`src/rtl/key_event_decoder.sv`:
```
// Turns debounced key strobes into short-press, long-press and double-click
// pulses, and drives a registered LED that reacts to each gesture.
module key_event_decoder #(
  parameter int unsigned LONG_CYC = 50_000_000,
  parameter int unsigned GAP_CYC  = 15_000_000,
  parameter int unsigned CNT_W    = 26
) (
  input  logic sys_clk,
  input  logic sys_rst,
  input  logic key_flag,
  input  logic key_value,
  output logic short_press,
  output logic long_press,
  output logic double_click,
  output logic led
);

  typedef enum logic [1:0] {IDLE, PRESS1, WAIT2, HOLD} state_t;

  localparam logic [CNT_W-1:0] LONG_LAST = CNT_W'(LONG_CYC - 1);
  localparam logic [CNT_W-1:0] GAP_LAST  = CNT_W'(GAP_CYC - 1);

  state_t           state, state_nxt;
  logic [CNT_W-1:0] cnt, cnt_nxt;
  logic             short_nxt, long_nxt, double_nxt, led_nxt;
  logic             key_press, key_release;

  assign key_press   = key_flag & ~key_value;
  assign key_release = key_flag &  key_value;

  always_ff @(posedge sys_clk or posedge sys_rst) begin
    if (sys_rst) begin
      state        <= IDLE;
      cnt          <= '0;
      short_press  <= 1'b0;
      long_press   <= 1'b0;
      double_click <= 1'b0;
      led          <= 1'b0;
    end else begin
      state        <= state_nxt;
      cnt          <= cnt_nxt;
      short_press  <= short_nxt;
      long_press   <= long_nxt;
      double_click <= double_nxt;
      led          <= led_nxt;
    end
  end

  // Key events are tested before the timeout so a coincident event wins.
  always_comb begin
    state_nxt  = state;
    short_nxt  = 1'b0;
    long_nxt   = 1'b0;
    double_nxt = 1'b0;
    led_nxt    = led;
    case (state)
      IDLE: begin
        if (key_press) state_nxt = PRESS1;
      end
      PRESS1: begin
        if (key_release) begin
          state_nxt = WAIT2;
        end else if (cnt == LONG_LAST) begin
          long_nxt  = 1'b1;
          led_nxt   = 1'b0;
          state_nxt = HOLD;
        end
      end
      WAIT2: begin
        if (key_press) begin
          double_nxt = 1'b1;
          led_nxt    = 1'b1;
          state_nxt  = HOLD;
        end else if (cnt == GAP_LAST) begin
          short_nxt = 1'b1;
          led_nxt   = ~led;
          state_nxt = IDLE;
        end
      end
      HOLD: begin
        if (key_release) state_nxt = IDLE;
      end
      default: state_nxt = IDLE;
    endcase
  end

  always_comb begin
    cnt_nxt = '0;
    if (state_nxt == state && (state == PRESS1 || state == WAIT2)) begin
      if (cnt != '1) cnt_nxt = cnt + 1'b1;
      else           cnt_nxt = cnt;
    end
  end

endmodule

```
`config.mk`:
```
export PLATFORM = sky130hd
export DESIGN_NAME = key_event_decoder
export DESIGN_NICKNAME = d
export VERILOG_FILES = /design/src/rtl/key_event_decoder.sv
export SDC_FILE = /design/constraint.sdc
export NUM_CORES = 1
export LEC_CHECK = 0
export BUFFER_PORTS_ARGS = -buffer_cell sky130_fd_sc_hd__buf_2
export CORE_UTILIZATION = 59
export CTS_BUF_LIST = sky130_fd_sc_hd__clkbuf_2 sky130_fd_sc_hd__clkbuf_4 sky130_fd_sc_hd__clkbuf_8
export CTS_CLUSTER_SIZE = 12
export DETAILED_ROUTE_END_ITERATION = 8
export PLACE_DENSITY_LB_ADDON = 0.15
export SLEW_MARGIN = 25
export SYNTH_ARGS = -nofsm -noshare
export SYNTH_HDL_FRONTEND = slang
export SYNTH_SLANG_ARGS = --single-unit
```
`constraint.sdc`:
```
create_clock -name sys_clk -period 3.4 [get_ports sys_clk]
set_input_delay 0.68 -clock sys_clk [delete_from_list [all_inputs] [get_ports sys_clk]]
set_output_delay 0.68 -clock sys_clk [all_outputs]
set_load 0.02 [all_outputs]
```
# Word-level counts from Yosys, hierarchy flattened
# Index checks and enable logic that the tools add are counted.
[word_totals]
reg_bits = 32
latch_bits = 0
mem_bits_rw = 0
rom_bits = 0
inputBits = 4
out_inout_bits = 4
elab_cells = 49
memories = 0
[classes]
n_addsub = 1
multipliers = 0
div_mod_pow = 0
magnitude_cmp = 0
n_eq_ne = 11
shifts = 0
mux = 22
n_bitwise = 4
reduce_logical = 5
[op_table]
columns = ["cell", "count"]
rows = [
  ["$mux W26", 2],
  ["$add A26 B1 Y26 const B", 1],
  ["$eq A26 B24 Y1 const B", 1],
  ["$eq A26 B26 Y1 const B", 1],
  ["$ne A26 B26 Y1 const B", 1],
  ["$mux W1", 12],
  ["$mux W2", 6],
  ["$pmux W2 S4", 1],
  ["$eq A2 B2 Y1 const B", 2],
  ["$ne A2 B2 Y1 const B", 2],
  ["$reduce_and A4 Y1", 1],
  ["$ne A3 B3 Y1 const B", 1],
  ["$and A1 B1 Y1", 2],
  ["$eq A2 B1 Y1 const B", 1],
  ["$eq A2 B2 Y1", 1],
  ["$logic_not A2 Y1", 1],
  ["$ne A2 B1 Y1 const B", 1],
  ["$not A1 Y1", 2],
  ["$pmux W1 S2", 1],
  ["$reduce_bool A2 Y1", 1],
  ["$logic_and A1 B1 Y1", 1],
  ["$logic_or A1 B1 Y1", 1],
]

# Longest topological paths before layout
[depth]
word_depth = 7
depth_mapped = 9
mapped_depth_nobuf = 8

# Worst setup path after synthesis
# Ideal clock, no wire load.
[synth_path]
path_kind = "flip-flop to flip-flop"
startpoint = "reg state[0]"
endpoint = "reg cnt[0]"
setup_ps = 71
arrival_ps = 2130
t_required_ps = 3329
slack_ps = 1198
path_stages_with_launch = 10
n_path_buf = 2
period_less_slack_ps = 2202
path_cell_list = "dfrtp_1 -> inv_1 -> ha_1 -> clkbuf_1 -> or3_1 -> nor2b_1 -> a41oi_2 -> o2111ai_4 -> buf_6 -> nor2_1"
[synth_via]
elab_chain_cells = 6
word_cells_on_any_way = 16
cone_classes = "5 x eq/ne; 8 x mux; 3 x reduce/logical"
[synth_rtl]
columns = ["item", "line_no", "source"]
rows = [
  ["start, declared", "23", "state_t state, state_nxt;"],
  ["start signal, assigned", "40", "state <= state_nxt;"],
  ["$mux W2, on equally long branches", "74, 63", ""],
  ["$mux W2, on equally long branches", "70, 61", ""],
  ["$pmux W2 S4", "56", "case (state)"],
  ["$eq A2 B2 Y1", "89", "if (state_nxt == state && (state == PRESS1 || state == WAIT2)) begin"],
  ["$logic_and A1 B1 Y1 (*)", "89", ""],
  ["$ne A2 B1 Y1 (no source line) or $mux W26 (tied branches)", "-", ""],
  ["end signal, assigned", "41", "cnt <= cnt_nxt;"],
  ["end, declared", "24", "logic [CNT_W-1:0] cnt, cnt_nxt;"],
]
# Mark *: on every way between the ends. The rest lies on a longest branch, timed or not.
# A chain may end at the register's enable or synchronous reset.

# Worst setup path in the final report
[layout_path]
startpoint = "reg state[0]"
endpoint = "reg cnt[6]"
# The elaborated chain is that of the path after synthesis.

==> impl_metrics.tcl <==
set metrics [dict create \
    outcome "finished, final reports clean" \
    r2r-start "state[0]$_DFF_PP0_" \
    synth_area_um2 1950 \
    cts_hold_buf 0 \
    num_antenna_cells 0 \
    crit_type "flip-flop to flip-flop" \
    crit_fanout 26 \
    dieArea_um2 3530 \
    power_density_nw_per_um2 472 \
    drive_gt1_frac 0.126 \
    cts_sinks 32 \
    finalHoldViolations 0 \
    ys.flop_type "dfrtp_1" \
    die_y_um 59.4 \
    drt_iter0_drc 86 \
    worstMarginPinSlew_ns 0.696 \
    worstHoldPathType "input port to async pin" \
    netlist_top_cells_area "dfrtp_1 41%, nor2_1 6.9%, xor2_1 5.9%, nand4_1 4.2%, nand3_1 3.6%" \
    period_minus_slack_ns 2.66 \
    wirelength_um 4080 \
    dieWidth_um 59.4 \
    reg2reg_slack_ns 0.74 \
    grt_usage 0.270 \
    vias 1622 \
    core_area_um2 3100 \
    grt_antenna_before_repair 0 \
    max_stage_delay_ns 0.50 \
    arrival_ns 2.92 \
    grt_pass1_wl_um 7020 \
    finalSetupViolations 0 \
    worstRegToRegCells 7 \
    async_flop_share 1.00 \
    drt-pass1-iter-count 4 \
    worstPathRequired_ns 3.66 \
    synth_edf_count 0 \
    vias_per_cell 6.10 \
    tns_ns 0 \
    ys_ff_latch 32 \
    grt_pass1_vias 1543 \
    yosysTopAreaCell "dfrtp_1" \
    ir_drop_mv 0.336 \
    clk_latency_ns 0.34 \
    rsz0062_at_grt "no" \
    cp-start-kind "flip-flop" \
    overflow 0 \
    yosysWarnings 0 \
    tritoncts "yes" \
    synth_cell_types 43 \
    h-tree-depth 2 \
    fin_worst_hold_slack_ns 0.366 \
    n_fill_cell 283 \
    finalNetCount 230 \
    syn2layout_area_growth_pct 6.56 \
    drv_slew 0 \
    rows 20 \
    slew_headroom 0.536 \
    mostFrequentLayoutCells "36 x nor2_1, 32 x dfrtp_1, 14 x nand3_1" \
    clock_path_buffers 2 \
    end_kind "flip-flop" \
    max_freq_mhz 376 \
    clk_pin_slew_ns 0.11 \
    r2r-end "cnt[6]$_DFFE_PP0P_" \
    wl_per_cell_um 15.3 \
    path_cells "inv_1 -> ha_1 -> or3_1 -> nor2b_1 -> a41oi_2 -> o2111ai_4 -> a211oi_1" \
    syn_avg_cell_area_um2 9.26 \
    grt_start_max_net_pins 27 \
    final.period_utilization 0.782 \
    path_buf_inv 1 \
    cp_slowest_cell "dfrtp_1" \
    synthesis.instances 210 \
    ant_nets 0 \
    power_w 0.000978 \
    p_leak_nw 0.835 \
    skew_ns 0.00845 \
    yosysSeqAreaShare 0.412 \
    hpwl_um 2920 \
    layout_commonest_cell "nor2_1" \
    yosysTopAreaCellShare 0.412 \
    root_buffer "clkbuf_4" \
    post_cts_resized 0 \
    maxCapViolations 0 \
    crit_family "compound AO/OA/AOI/OAI gates" \
    cts_made_buffers 5 \
    cts_setup_buffers 0 \
    syn_nets 219 \
    drc 0 \
    pin_count 8 \
    globalplace.congestion 0.888 \
    initial_core_util 0.627 \
    port_buffers 7 \
]
==> layout make-up <==
class	count	area, um2	share of cell area
multi-input cells	166	1080	0.523
clock inverters	3	18.8	0.00905
clock buffers	5	37.5	0.0181
repair buffers	9	50.0	0.0241
well taps	44	55.1	0.0266
inverters	7	26.3	0.0127
flip-flops and latches	32	801	0.386
==> worst register-to-register path, cell delays in order, from the launching register on <==
cell and delay, ns:
dfrtp_1 0.50, inv_1 0.13, ha_1 0.33, or3_1 0.46
nor2b_1 0.17, a41oi_2 0.25, o2111ai_4 0.39, a211oi_1 0.34
==> cell families (layout without fill, tap and decap cells) <==
kind of cell | Yosys count | in the layout | synth area share
XOR/XNOR | 20 | 20 | 0.0900
buffers and inverters | 12 | 24 | 0.0309
AO/OA/AOI/OAI | 24 | 24 | 0.0958
multiplexers | 3 | 3 | 0.0161
flip-flops | 32 | 32 | 0.412
AND/OR/NAND/NOR | 114 | 114 | 0.323
adder cells (fa/ha/maj) | 5 | 5 | 0.0322
==> Yosys cell counts (2+ instances only) <==
cell type / number
or3_1: 3
nand2b_1: 3
nor3_1: 4
dfrtp_1: 32
o21ai_0: 6
and4_1: 5
xnor2_1: 7
nand3_1: 14
o21a_1: 3
o211ai_1: 3
nor2b_1: 3
nor2_1: 36
mux2i_1: 2
xor2_1: 13
ha_1: 5
buf_6: 2
a21oi_1: 5
clkbuf_1: 3
inv_1: 7
nand2_1: 11
and3_1: 3
nor4_1: 3
and2_1: 3
or2_2: 3
nand4_1: 13
==> flip-flops by register name (all words and copies together), names as in the netlist <==
| name | cells |
|---|---|
| double_click | 1 |
| cnt | 26 |
| long_press | 1 |
| short_press | 1 |
| led | 1 |
| state | 2 |
==> stage by stage <==
stage | instance area [um2] | setup slack (ns) | std cells | util
detailed placement | 2020 | 0.753 | 258 | 0.650
global route | 2070 | 0.561 | 266 | 0.668
global placement | 2020 | 0.811 | 258 | 0.650
CTS | 2070 | 0.747 | 266 | 0.668
floorplan | 1950 | 1.20 | 210 | -
finish | 2070 | 0.740 | 266 | 0.668
==> worst max-delay path by stage <==
| stage | slack [ns] | to | startpoint | cells after the start |
|---|---|---|---|---|
| detailed placement | 0.75 | cnt[6]$_DFFE_PP0P_ | key_value | 7 |
| finish | 0.74 | cnt[6]$_DFFE_PP0P_ | state[0]$_DFF_PP0_ | 7 |
| CTS | 0.75 | cnt[6]$_DFFE_PP0P_ | state[0]$_DFF_PP0_ | 7 |
| global route | 0.56 | cnt[6]$_DFFE_PP0P_ | state[0]$_DFF_PP0_ | 7 |
| floorplan | 1.20 | cnt[0]$_DFFE_PP0P_ | state[0]$_DFF_PP0_ | 9 |
| global placement | 0.81 | cnt[6]$_DFFE_PP0P_ | key_value | 7 |
==> power by group <==
group	internal, W	switching (W)
Sequential	0.000401	0.0000303
Clock	0.0000792	0.000138
Combinational	0.000111	0.000219
==> routing by layer <==
layer / global-route usage / up-vias / part of all wire
met5: 0 / - / 0
met4: 0.112 / 0 / 0.015
met3: 0.0655 / 7 / 0.061
met2: 0.432 / 47 / 0.49
met1: 0.348 / 795 / 0.43
li1: - / 773 / -
Power figures use the tool's default switching activity.
